<file path="src/rtl/step_clk_ctrl_if.sv">
// Handshake bundle between the step clock controller and its environment.
// slave is the controller side, master is the board/core side.
interface step_clk_ctrl_if #(
    parameter int unsigned CNT_W = 16
);
    logic             run_sw;
    logic             step_btn;
    logic             halt;
    logic             cpu_en;
    logic [1:0]       state;
    logic [CNT_W-1:0] en_count;

    modport slave (
        input  run_sw,
        input  step_btn,
        input  halt,
        output cpu_en,
        output state,
        output en_count
    );

    modport master (
        output run_sw,
        output step_btn,
        output halt,
        input  cpu_en,
        input  state,
        input  en_count
    );
endinterface

</file>
<file path="src/rtl/step_clk_ctrl.sv">
// Processor clock-enable controller: free-run or single-step cpu_en strobes on fastclk,
// with synchronised and debounced switch/button inputs and a halt stop.
module step_clk_ctrl #(
    parameter int unsigned DIV_N = 24,
    parameter int unsigned DB_N  = 16,
    parameter int unsigned CNT_W = 16
) (
    input logic            fastclk,
    input logic            n_reset,
    step_clk_ctrl_if.slave bus
);

    typedef enum logic [1:0] {
        StIdle   = 2'b00,
        StRun    = 2'b01,
        StStep   = 2'b10,
        StHalted = 2'b11
    } state_e;

    logic             r_run_s1, r_run_s2, r_step_s1, r_step_s2;
    logic             r_run_db, r_step_db, r_step_db_q;
    logic [DB_N-1:0]  r_run_cnt, r_step_cnt;
    logic [DIV_N-1:0] r_presc;
    state_e           r_state;
    logic             r_cpu_en;
    logic [CNT_W-1:0] r_count;

    logic w_tick;
    logic w_step_rise;

    assign w_tick      = &r_presc;
    assign w_step_rise = r_step_db & ~r_step_db_q;

    always_ff @(posedge fastclk or negedge n_reset) begin
        if (!n_reset) begin
            r_run_s1  <= 1'b0;
            r_run_s2  <= 1'b0;
            r_step_s1 <= 1'b0;
            r_step_s2 <= 1'b0;
        end else begin
            r_run_s1  <= bus.run_sw;
            r_run_s2  <= r_run_s1;
            r_step_s1 <= bus.step_btn;
            r_step_s2 <= r_step_s1;
        end
    end

    // Accept a new level only after it has differed from the current one for 2**DB_N cycles.
    always_ff @(posedge fastclk or negedge n_reset) begin
        if (!n_reset) begin
            r_run_db  <= 1'b0;
            r_run_cnt <= '0;
        end else if (r_run_s2 == r_run_db) begin
            r_run_cnt <= '0;
        end else if (r_run_cnt == {DB_N{1'b1}}) begin
            r_run_db  <= r_run_s2;
            r_run_cnt <= '0;
        end else begin
            r_run_cnt <= r_run_cnt + 1'b1;
        end
    end

    always_ff @(posedge fastclk or negedge n_reset) begin
        if (!n_reset) begin
            r_step_db  <= 1'b0;
            r_step_cnt <= '0;
        end else if (r_step_s2 == r_step_db) begin
            r_step_cnt <= '0;
        end else if (r_step_cnt == {DB_N{1'b1}}) begin
            r_step_db  <= r_step_s2;
            r_step_cnt <= '0;
        end else begin
            r_step_cnt <= r_step_cnt + 1'b1;
        end
    end

    always_ff @(posedge fastclk or negedge n_reset) begin
        if (!n_reset) begin
            r_step_db_q <= 1'b0;
            r_presc     <= '0;
            r_count     <= '0;
        end else begin
            r_step_db_q <= r_step_db;
            r_presc     <= r_presc + 1'b1;
            if (r_cpu_en) begin
                r_count <= r_count + 1'b1;
            end
        end
    end

    always_ff @(posedge fastclk or negedge n_reset) begin
        if (!n_reset) begin
            r_state  <= StIdle;
            r_cpu_en <= 1'b0;
        end else begin
            r_cpu_en <= 1'b0;
            unique case (r_state)
                StIdle: begin
                    if (r_run_db) begin
                        r_state <= StRun;
                    end else if (w_step_rise) begin
                        r_state  <= StStep;
                        r_cpu_en <= 1'b1;
                    end
                end
                StRun: begin
                    if (bus.halt) begin
                        r_state <= StHalted;
                    end else if (!r_run_db) begin
                        r_state <= StIdle;
                    end else begin
                        r_cpu_en <= w_tick;
                    end
                end
                StStep: begin
                    r_state <= bus.halt ? StHalted : StIdle;
                end
                StHalted: begin
                    if (!r_run_db && !r_step_db) begin
                        r_state <= StIdle;
                    end
                end
                default: r_state <= StIdle;
            endcase
        end
    end

    assign bus.cpu_en   = r_cpu_en;
    assign bus.state    = r_state;
    assign bus.en_count = r_count;

endmodule
</file>
<file path="src/flat_wrapper.sv">
// flat-port wrapper written by rule: the top's interface ports become plain ports
module step_clk_ctrl_flat 
#(
    parameter int unsigned DIV_N = 24,
    parameter int unsigned DB_N  = 16,
    parameter int unsigned CNT_W = 16
)
  (fastclk, n_reset, bus_run_sw, bus_step_btn, bus_halt, bus_cpu_en, bus_state, bus_en_count);
  step_clk_ctrl_if #(.CNT_W(CNT_W)) bus_i ();
  input logic fastclk;
  input logic n_reset;
  input wire logic [$bits(bus_i.run_sw)-1:0] bus_run_sw;
  input wire logic [$bits(bus_i.step_btn)-1:0] bus_step_btn;
  input wire logic [$bits(bus_i.halt)-1:0] bus_halt;
  output wire logic [$bits(bus_i.cpu_en)-1:0] bus_cpu_en;
  output wire logic [$bits(bus_i.state)-1:0] bus_state;
  output wire logic [$bits(bus_i.en_count)-1:0] bus_en_count;
  assign bus_i.run_sw = bus_run_sw;
  assign bus_i.step_btn = bus_step_btn;
  assign bus_i.halt = bus_halt;
  assign bus_cpu_en = bus_i.cpu_en;
  assign bus_state = bus_i.state;
  assign bus_en_count = bus_i.en_count;
  step_clk_ctrl #(.DIV_N(DIV_N), .DB_N(DB_N), .CNT_W(CNT_W)) u_core (.fastclk(fastclk), .n_reset(n_reset), .bus(bus_i));
endmodule
</file>
<file path="config.mk">
export PLATFORM = sky130hd
export DESIGN_NAME = step_clk_ctrl_flat
export DESIGN_NICKNAME = d
export VERILOG_FILES = /design/src/rtl/step_clk_ctrl_if.sv /design/src/rtl/step_clk_ctrl.sv /design/src/flat_wrapper.sv
export SDC_FILE = /design/constraint.sdc
export NUM_CORES = 1
export LEC_CHECK = 0
export ABC_AREA = 1
export CELL_PAD_IN_SITES_DETAIL_PLACEMENT = 1
export CELL_PAD_IN_SITES_GLOBAL_PLACEMENT = 2
export CORE_ASPECT_RATIO = 1.5
export CORE_MARGIN = 4
export CORE_UTILIZATION = 35
export CTS_CLUSTER_DIAMETER = 150
export DETAILED_ROUTE_END_ITERATION = 8
export GPL_ROUTABILITY_DRIVEN = 0
export HOLD_SLACK_MARGIN = 0.08
export PLACE_DENSITY = 0.83
export SLEW_MARGIN = 15
export SYNTH_ARGS = -nofsm -noshare
export SYNTH_HDL_FRONTEND = slang
export SYNTH_SLANG_ARGS = --single-unit
export TNS_END_PERCENT = 100
</file>
<file path="constraint.sdc">
create_clock -name fastclk -period 2.03 [get_ports fastclk]
set_clock_uncertainty 0.15 [all_clocks]
set_input_delay 0.3045 -clock fastclk [delete_from_list [all_inputs] [get_ports fastclk]]
set_output_delay 0.3045 -clock fastclk [all_outputs]
set_load 0.05 [all_outputs]
</file>
## Word level (Yosys, flattened, before mapping)

Index checks and enable logic that the tools add are counted.

- Register bits after elaboration: 82
- Bits of input ports: 5
- Output and inout port bits: 19
- Logic and storage cells: 55

- Add/subtract/negate cells: 4
- Equality and inequality tests: 10
- Multiplexer cells: 16
- Bitwise logic cells: 4
- Reduce and logical (&&, ||, !) cells: 8

Operators with widths:

| cell | number |
|---|---|
| 16-bit two-way mux | 4 |
| 16-bit by 1-bit adder with 16-bit output, second input constant | 3 |
| 16-bit == test, second input constant | 2 |
| 24-bit by 1-bit adder with 24-bit output, second input constant | 1 |
| 24-bit AND reduction | 1 |
| 2-bit two-way mux | 6 |
| 2-bit one-hot mux with 4 select lines | 1 |
| 2-bit == test, second input constant | 2 |
| 1-bit two-way mux | 4 |
| 2-bit AND reduction | 2 |
| 3-bit by 1-bit != test with 1-bit output, second input constant | 1 |
| 3-bit != test, second input constant | 1 |
| 1-bit NOT | 3 |
| 3-bit AND reduction | 1 |
| 1-bit == test | 2 |
| 2-bit by 1-bit == test with 1-bit output, second input constant | 1 |
| 1-bit logical NOT | 2 |
| 2-bit logical NOT | 1 |
| 2-bit by 1-bit != test with 1-bit output, second input constant | 1 |
| 1-bit one-hot mux with 2 select lines | 1 |
| 1-bit AND | 1 |
| 1-bit logical AND | 1 |

## Logic depth before layout (Yosys ltp)

Gate-level depths: netlist (run 1).

- Word-level depth: 5
- Mapped depth: 8
- Depth with buffers taken out: 8

## Least setup slack after synthesis (run 1)

Ideal clock, no wire load.

- Path type: reg2reg
- Start: register u_core.r_count[0], in the netlist u_core.bus.en_count[0]
- End: register u_core.r_count[14], in the netlist u_core.bus.en_count[14]
- Library setup time: 113 ps
- Arrival time: 1552 ps
- Data required time: 1767 ps
- Path slack: 215 ps
- Stages on the path, launching flop included: 9
- Buffers on the path: 0
- Clock period less this slack: 1815 ps
- Path through: dfrtp_1 > ha_1 > nand3_2 > nor2_4 > nand2_1 > nor2_1 > nand2_1 > nand2_1 > inv_1

- Longest elaborated chain between the ends: 1

RTL lines:

| element | RTL line | RTL |
|---|---|---|
| start, declared | step_clk_ctrl.sv:26 | `logic [CNT_W-1:0] r_count;` |
| start signal, assigned | step_clk_ctrl.sv:86 | `r_count <= r_count + 1'b1;` |
| 16-bit by 1-bit adder with 16-bit output | step_clk_ctrl.sv:86 |  |

Every way passes these cells.
A chain may end at the register's enable or synchronous reset.

## Worst setup path in the final report (run 1)

- Start: register u_core.r_state[1], in the netlist u_core.bus.state[1]
- End: output port bus_state[1]

RTL lines:

| element | RTL line | RTL |
|---|---|---|
| start, declared | step_clk_ctrl.sv:24 | `state_e r_state;` |
| start signal, assigned | step_clk_ctrl.sv:93 | `r_state <= StIdle;` |
| start signal, assigned | step_clk_ctrl.sv:100 | `r_state <= StRun;` |
| start signal, assigned | step_clk_ctrl.sv:102 | `r_state <= StStep;` |
| end, declared | flat_wrapper.sv:16 | `output wire logic [$bits(bus_i.state)-1:0] bus_state;` |

No word-level cell between the ends.

==> impl_metrics.json, run 1 <==
{
  "setup_violations": 0,
  "syn_avg_cell_area_um2": 8.53,
  "cts_made_buffers": 9,
  "tritoncts": "built",
  "sw_frac_of_total_pct": 21.7,
  "fillers": 1379,
  "wl_um": 8830,
  "fin_ws_ns": 0.0524,
  "r2r_setup_slack_ns": 0.33,
  "yosys.cell_types.count": 30,
  "netlist_instances": 480,
  "crit_fanout": 3,
  "rsz0062_at_grt": "no",
  "cts.sinks": 82,
  "ctsRootBufferMaster": "clkbuf_16",
  "io_buffer_count": 23,
  "pwr-share-comb_pct": 2.5,
  "slew_headroom_pct": 66.6,
  "slew_violations": 0,
  "ys.flop_type": "dfrtp_1",
  "io_pins": 24,
  "cp.depth": 1,
  "hold_slack_ns": 0.204,
  "core-area_mm2": 0.0115,
  "crit_buf_inv": 1,
  "dp_hpwl_um": 6760,
  "path_clk_slew_ns": 0.06,
  "synth-edff-count": 0,
  "first_pass_iters": 4,
  "worstSetupEndpointType": "output pin",
  "startpoint": "u_core.bus.state[1]$_DFFE_PN0P_",
  "post_cts_buffers": 0,
  "total_power_w": 0.00340,
  "r2r_start": "u_core.r_run_cnt[0]$_DFF_PN0_",
  "ff2ff_path_depth": 8,
  "die-area_mm2": 0.0135,
  "pwr-share-clk_pct": 48.8,
  "hp-class": "reg -> reg",
  "vdd_ir_drop_max_v": 0.000388,
  "drc": 0,
  "crit_end": "bus_state[1]",
  "hold_viol_final": 0,
  "r2r_end": "u_core.r_run_cnt[9]$_DFF_PN0_",
  "placed_cell_area_mm2": 0.00455,
  "vias_per_cell": 4.69,
  "grt_use_total_pct": 14.6,
  "maxCapViolations": 0,
  "grt_pass1_vias": 3392,
  "rows": 48,
  "htree_levels": 3,
  "crit_chain": "clkdlybuf4s50_1",
  "fin_area_mm2": 0.00486,
  "async_flop_share_pct": 100,
  "intPower_w": 0.00266,
  "post_drt_wl_per_cell_um": 13.1,
  "drt_iter0_drc": 65,
  "antenna_found_initial": 0,
  "final_layout_size_suffix_gt1_share_pct": 10.7,
  "synth_seq_area_share_pct": 50.1,
  "switching_power_w": 0.000738,
  "p_seq_share_pct": 48.7,
  "vias": 3163,
  "synth_nets": 492,
  "antenna_left": 0,
  "insertedDiodeCount": 0,
  "min_period_over_period_pct": 97.4,
  "die_h_um": 140,
  "die_w_um": 96.3,
  "period_needed_ns": 1.98,
  "worst_hold_path.num_cells": 0,
  "setup_tns_ns": 0,
  "place_ws_ns": 0.315,
  "yosysWarnings": 0,
  "nNetsFinal": 531,
  "total_leakage_power_nw": 2.26,
  "netlist_area_mm2": 0.00409,
  "cp_top_family": "buffers and inverters",
  "path_class": "reg -> out",
  "slowest_stage": "clkdlybuf4s50_1",
  "grt_first_pass_wirelength_um": 15700,
  "clockBufferDepth": 2,
  "status": "finished, final reports clean",
  "grt.overflow.total": 0,
  "worst_pin_slew_ns": 0.500,
  "initial_core_util_pct": 35.7,
  "power_density_mw_per_mm2": 700,
  "critical_path_required_ns": 1.58,
  "synth-seq-cells": 82,
  "start_kind": "flip-flop",
  "clock_latency_ns": 0.34,
  "max_stage_delay_ns": 0.82,
  "cp.arrival_ns": 1.52,
  "grt_max_degree": 33,
  "area_growth_pct": 18.7,
  "max_freq_ghz": 0.506
}
## flip-flops by register name, indices dropped and copies added (netlist names), 2 cells and up
name and count:
u_core.bus.en_count 16, u_core.bus.state 2, u_core.r_presc 24, u_core.r_run_cnt 16, u_core.r_step_cnt 16
## cell usage in the layout, fill, tap and decap left out, types with 2 or more instances in the layout
cell,n
inv_1,45
nor2_2,9
buf_12,2
a21oi_1,3
dfrtp_1,82
nand3b_1,4
nand4_1,10
buf_4,9
clkinv_2,3
nor2_4,5
nor3b_1,2
nand3_2,4
nor3_1,4
nand3_1,21
nand2_1,126
ha_1,7
o21ai_1,2
clkinvlp_4,2
xnor2_1,21
nor2_1,86
o21bai_1,2
nand2_4,2
clkdlybuf4s50_1,6
o21ai_0,9
dlygate4sd2_1,7
nand2_2,3
dlymetal6s2s_1,3
xor2_1,24
clkbuf_16,9
## cell type report
type	count	area, µm²	area share, %
Tap cell	150	188	3.86
Sequential cell	82	2050	42.2
Clock buffer	10	239	4.92
Clock inverter	6	63.8	1.31
Inverter	48	181	3.73
Multi-Input combinational cell	350	1860	38.3
Timing Repair Buffer	28	277	5.69
## power groups by stage
stage / sequential [W] / clock, W / combinational, W
floorplan: 0.00169 / 0 / 0.0000264
global placement: 0.00169 / 0 / 0.0000864
detailed placement: 0.00169 / 0 / 0.0000898
CTS: 0.00166 / 0.00170 / 0.0000913
global route: 0.00166 / 0.00178 / 0.000101
finish: 0.00166 / 0.00166 / 0.0000856
## how the worst min path moves through the flow
stage | startpoint | to | slack (ns)
6_report | u_core.r_step_s1$_DFF_PN0_ | u_core.r_step_s2$_DFF_PN0_ | 0.20
5_1_grt | u_core.r_step_s1$_DFF_PN0_ | u_core.r_step_s2$_DFF_PN0_ | 0.21
4_1_cts | u_core.r_step_s1$_DFF_PN0_ | u_core.r_step_s2$_DFF_PN0_ | 0.21
3_5_place_dp | n_reset | u_core.bus.en_count[15]$_DFFE_PN0P_ | 0.12
3_3_place_gp | n_reset | u_core.bus.en_count[15]$_DFFE_PN0P_ | 0.12
2_1_floorplan | n_reset | u_core.bus.cpu_en$_DFF_PN0_ | -0.14
## cell usage after synthesis (2+ instances only)
| library cell | instances | area, µm² |
|---|---|---|
| nand3_2 | 4 | 40.0 |
| nor2_1 | 86 | 323 |
| nand3_1 | 21 | 105 |
| a21oi_1 | 3 | 15.0 |
| ha_1 | 7 | 87.6 |
| nand4_1 | 10 | 62.6 |
| xnor2_1 | 21 | 184 |
| nand2_2 | 3 | 18.8 |
| inv_1 | 45 | 169 |
| nand2_4 | 2 | 22.5 |
| dfrtp_1 | 82 | 2050 |
| nor3b_1 | 2 | 15.0 |
| nor3_1 | 4 | 20.0 |
| o21ai_1 | 2 | 10.0 |
| nor2_2 | 9 | 56.3 |
| nor2_4 | 5 | 56.3 |
| xor2_1 | 24 | 210 |
| nand3b_1 | 4 | 30.0 |
| nand2_1 | 126 | 473 |
| o21ai_0 | 9 | 45.0 |
| o21bai_1 | 2 | 15.0 |
## metrics by stage
stage | cells | utilization [%]
2_1_floorplan | 480 | -
3_3_place_gp | 657 | 39.6
3_5_place_dp | 657 | 39.6
4_1_cts | 674 | 42.3
5_1_grt | 674 | 42.4
6_report | 674 | 42.4
## layer usage
metal  share of wire, %  routed length (µm)  track usage [%]  vias to the layer above
met2                 52                4620             25.3                       33
li1                   -                   -                -                     1571
met5                  0                   0                0                        -
met4                1.7                 150             5.84                        0
met1                 43                3790             17.5                     1546
met3                3.1                 271             2.79                       13
## timing repair
item / 4_1_cts / 5_1_grt
endpoints found under the hold margin: 26 / 0
resized for setup: 7 / 3
hold buffers: 1 / 0
setup endpoints to repair: 7 / 3
## kinds of logic after synthesis
family / synth area share, %
and+or+nand+nor: 31.2
DFF: 50.1
adders and majority gates: 2.14
muxes: 0.275
buffers and inverters: 4.43
xor gates and xnor gates: 9.63
AOI/OAI and AO/OA: 2.23
No activity file was read; power rests on OpenSTA's default activity.
==> run 2: changes to the inputs <==
--- a/config.mk
+++ b/config.mk
@@ -11,7 +11,7 @@
 export CORE_ASPECT_RATIO = 1.5
 export CORE_MARGIN = 4
 export CORE_UTILIZATION = 35
-export CTS_CLUSTER_DIAMETER = 150
+export CTS_CLUSTER_DIAMETER = 40
 export DETAILED_ROUTE_END_ITERATION = 8
 export GPL_ROUTABILITY_DRIVEN = 0
 export HOLD_SLACK_MARGIN = 0.08
==> results of run 2 <==
Final layout, timing and power as in run 1 (identical DEF).
==> run 3: changes to the inputs <==
==> constraint.sdc (replaced) <==
create_clock -name fastclk -period 2.03 [get_ports fastclk]
set_clock_uncertainty 0.15 [all_clocks]
set_input_delay 0.3045 -clock fastclk [delete_from_list [all_inputs] [get_ports fastclk]]
set_output_delay 0.3045 -clock fastclk [all_outputs]
set_load 0.01 [all_outputs]
==> run 3 against run 2 <==
  * Core utilization is 0.53 points higher
  * First-iteration DRC count is 15% higher
  * Final cell count is 0.15% lower
  * Sequential power hardly changed
  * Worst hold slack worse by 0.0039 ns
  * Largest power group is now the clock network
==> impl_metrics.json, run 3 (synthesis results as in run 1) <==
{
  "status": "finished, final reports clean",
  "antenna_found_initial": 0,
  "path_class": "reg -> out",
  "htree_levels": 3,
  "crit_fanout": 7,
  "crit_buf_inv": 1,
  "vias": 3172,
  "worstSetupEndpointType": "output pin",
  "slew_headroom_pct": 78.4,
  "first_pass_iters": 4,
  "grt_use_total_pct": 14.5,
  "final_cell_mix": "nand2_1, nor2_1, dfrtp_1, inv_1, xor2_1",
  "maxCapViolations": 0,
  "hp-class": "reg -> reg",
  "die_w_um": 96.3,
  "clock_latency_ns": 0.33,
  "place_ws_ns": 0.360,
  "vias_per_cell": 4.71,
  "max_freq_ghz": 0.539,
  "cp_top_family": "buffers and inverters",
  "path_clk_slew_ns": 0.06,
  "min_period_over_period_pct": 91.4,
  "grt.overflow.total": 0,
  "fin_ws_ns": 0.174,
  "hold_viol_final": 0,
  "tritoncts": "built",
  "hold_slack_ns": 0.200,
  "drc": 0,
  "grt_max_degree": 46,
  "crit_chain": "clkdlybuf4s50_1",
  "power_density_mw_per_mm2": 761,
  "initial_core_util_pct": 35.7,
  "gr-max-usage-layer": "met2",
  "met1_usage_pct": 17.3,
  "fillers": 1356,
  "grt_pass1_vias": 3446,
  "clockBufferDepth": 2,
  "die-area_mm2": 0.0135,
  "top_register": "u_core.r_presc",
  "fin_area_mm2": 0.00492,
  "rsz0062_at_grt": "no",
  "worst_pin_slew_ns": 0.322,
  "io_pins": 24,
  "io_buffer_count": 23,
  "dp_hpwl_um": 6740,
  "final_layout_size_suffix_gt1_share_pct": 9.18,
  "cts_repair_resize_count": 0,
  "cts_made_buffers": 9,
  "die_h_um": 140,
  "insertedDiodeCount": 0,
  "final_common_cell": "nand2_1",
  "critical_path_required_ns": 1.58,
  "wl_um": 8870,
  "drt_iter0_drc": 75,
  "ctsRootBufferMaster": "clkbuf_16",
  "period_needed_ns": 1.86,
  "post_drt_wl_per_cell_um": 13.2,
  "start_kind": "flip-flop",
  "met3_usage_pct": 2.26,
  "largest_reg_flops": 24,
  "vdd_ir_drop_max_v": 0.000474,
  "slowest_stage": "clkdlybuf4s50_1",
  "nNetsFinal": 530,
  "cp.arrival_ns": 1.40,
  "max_stage_delay_ns": 0.59,
  "r2r_setup_slack_ns": 0.34,
  "cts.sinks": 82,
  "fin_cells": 673,
  "setup_tns_ns": 0,
  "core-area_mm2": 0.0115,
  "rows": 48,
  "dp_cells": 656,
  "antenna_left": 0,
  "grt_use_met2_pct": 25.7,
  "area_growth_pct": 20.2,
  "setup_violations": 0,
  "grt_first_pass_wirelength_um": 15700,
  "slew_violations": 0,
  "total_leakage_power_nw": 2.19,
  "post_cts_buffers": 0,
  "placed_cell_area_mm2": 0.00454
}
[run 3: cell count changes in the layout (fill, tap and decap cells not counted), moves of 2 or more]
cell             before  now
buf_4                 9    3
bufinv_16             1    4
clkdlybuf4s50_1       6   22
clkinvlp_4            2    0
dlygate4sd2_1         7    0
dlymetal6s2s_1        3    0
[run 3: final cells by class]
cell class	count	area, µm²	area share [%]
Sequential cell	82	2050	41.7
Multi-Input combinational cell	350	1860	37.8
Timing Repair Buffer	27	273	5.54
Clock buffer	11	243	4.93
Tap cell	150	188	3.81
Inverter	48	181	3.69
Clock inverter	5	125	2.54
[run 3: stage by stage]
stage          power (W)  util [%]
2_1_floorplan    0.00171         -
3_3_place_gp     0.00177      39.6
3_5_place_dp     0.00177      39.6
4_1_cts          0.00381      42.9
5_1_grt          0.00389      42.9
6_report         0.00375      42.9
[run 3: per-layer routing]
layer / part of all wire [%] / wire [µm]
met1: 43 / 3820
met2: 53 / 4680
met3: 2.3 / 200
met4: 1.9 / 170
met5: 0 / 0
[run 3: power by group]
part	leakage, nW	switching, W	internal (W)
Sequential	1.11	0.0000103	0.00165
Clock	0.180	0.000648	0.00136
Combinational	0.898	0.0000561	0.0000255
Total	2.19	0.000714	0.00303
[run 3: timing repair]
action | 4_1_cts | 5_1_grt
setup endpoints to repair | 0 | 0
hold buffers | 1 | 0
endpoints found under the hold margin | 82 | 0
[run 3: worst paths after layout]
check | startpoint | to | cells past startpoint
worst max register to register | u_core.r_run_cnt[0]$_DFF_PN0_ | u_core.r_run_cnt[9]$_DFF_PN0_ | 8
worst max-delay path | u_core.bus.cpu_en$_DFF_PN0_ | bus_cpu_en | 1
max in group asynchronous | n_reset | u_core.r_run_s1$_DFF_PN0_ | 3
min in group asynchronous | n_reset | u_core.bus.en_count[9]$_DFFE_PN0P_ | 2
worst min-delay path | u_core.r_step_s1$_DFF_PN0_ | u_core.r_step_s2$_DFF_PN0_ | 0
worst min register to register | u_core.r_step_s1$_DFF_PN0_ | u_core.r_step_s2$_DFF_PN0_ | 0
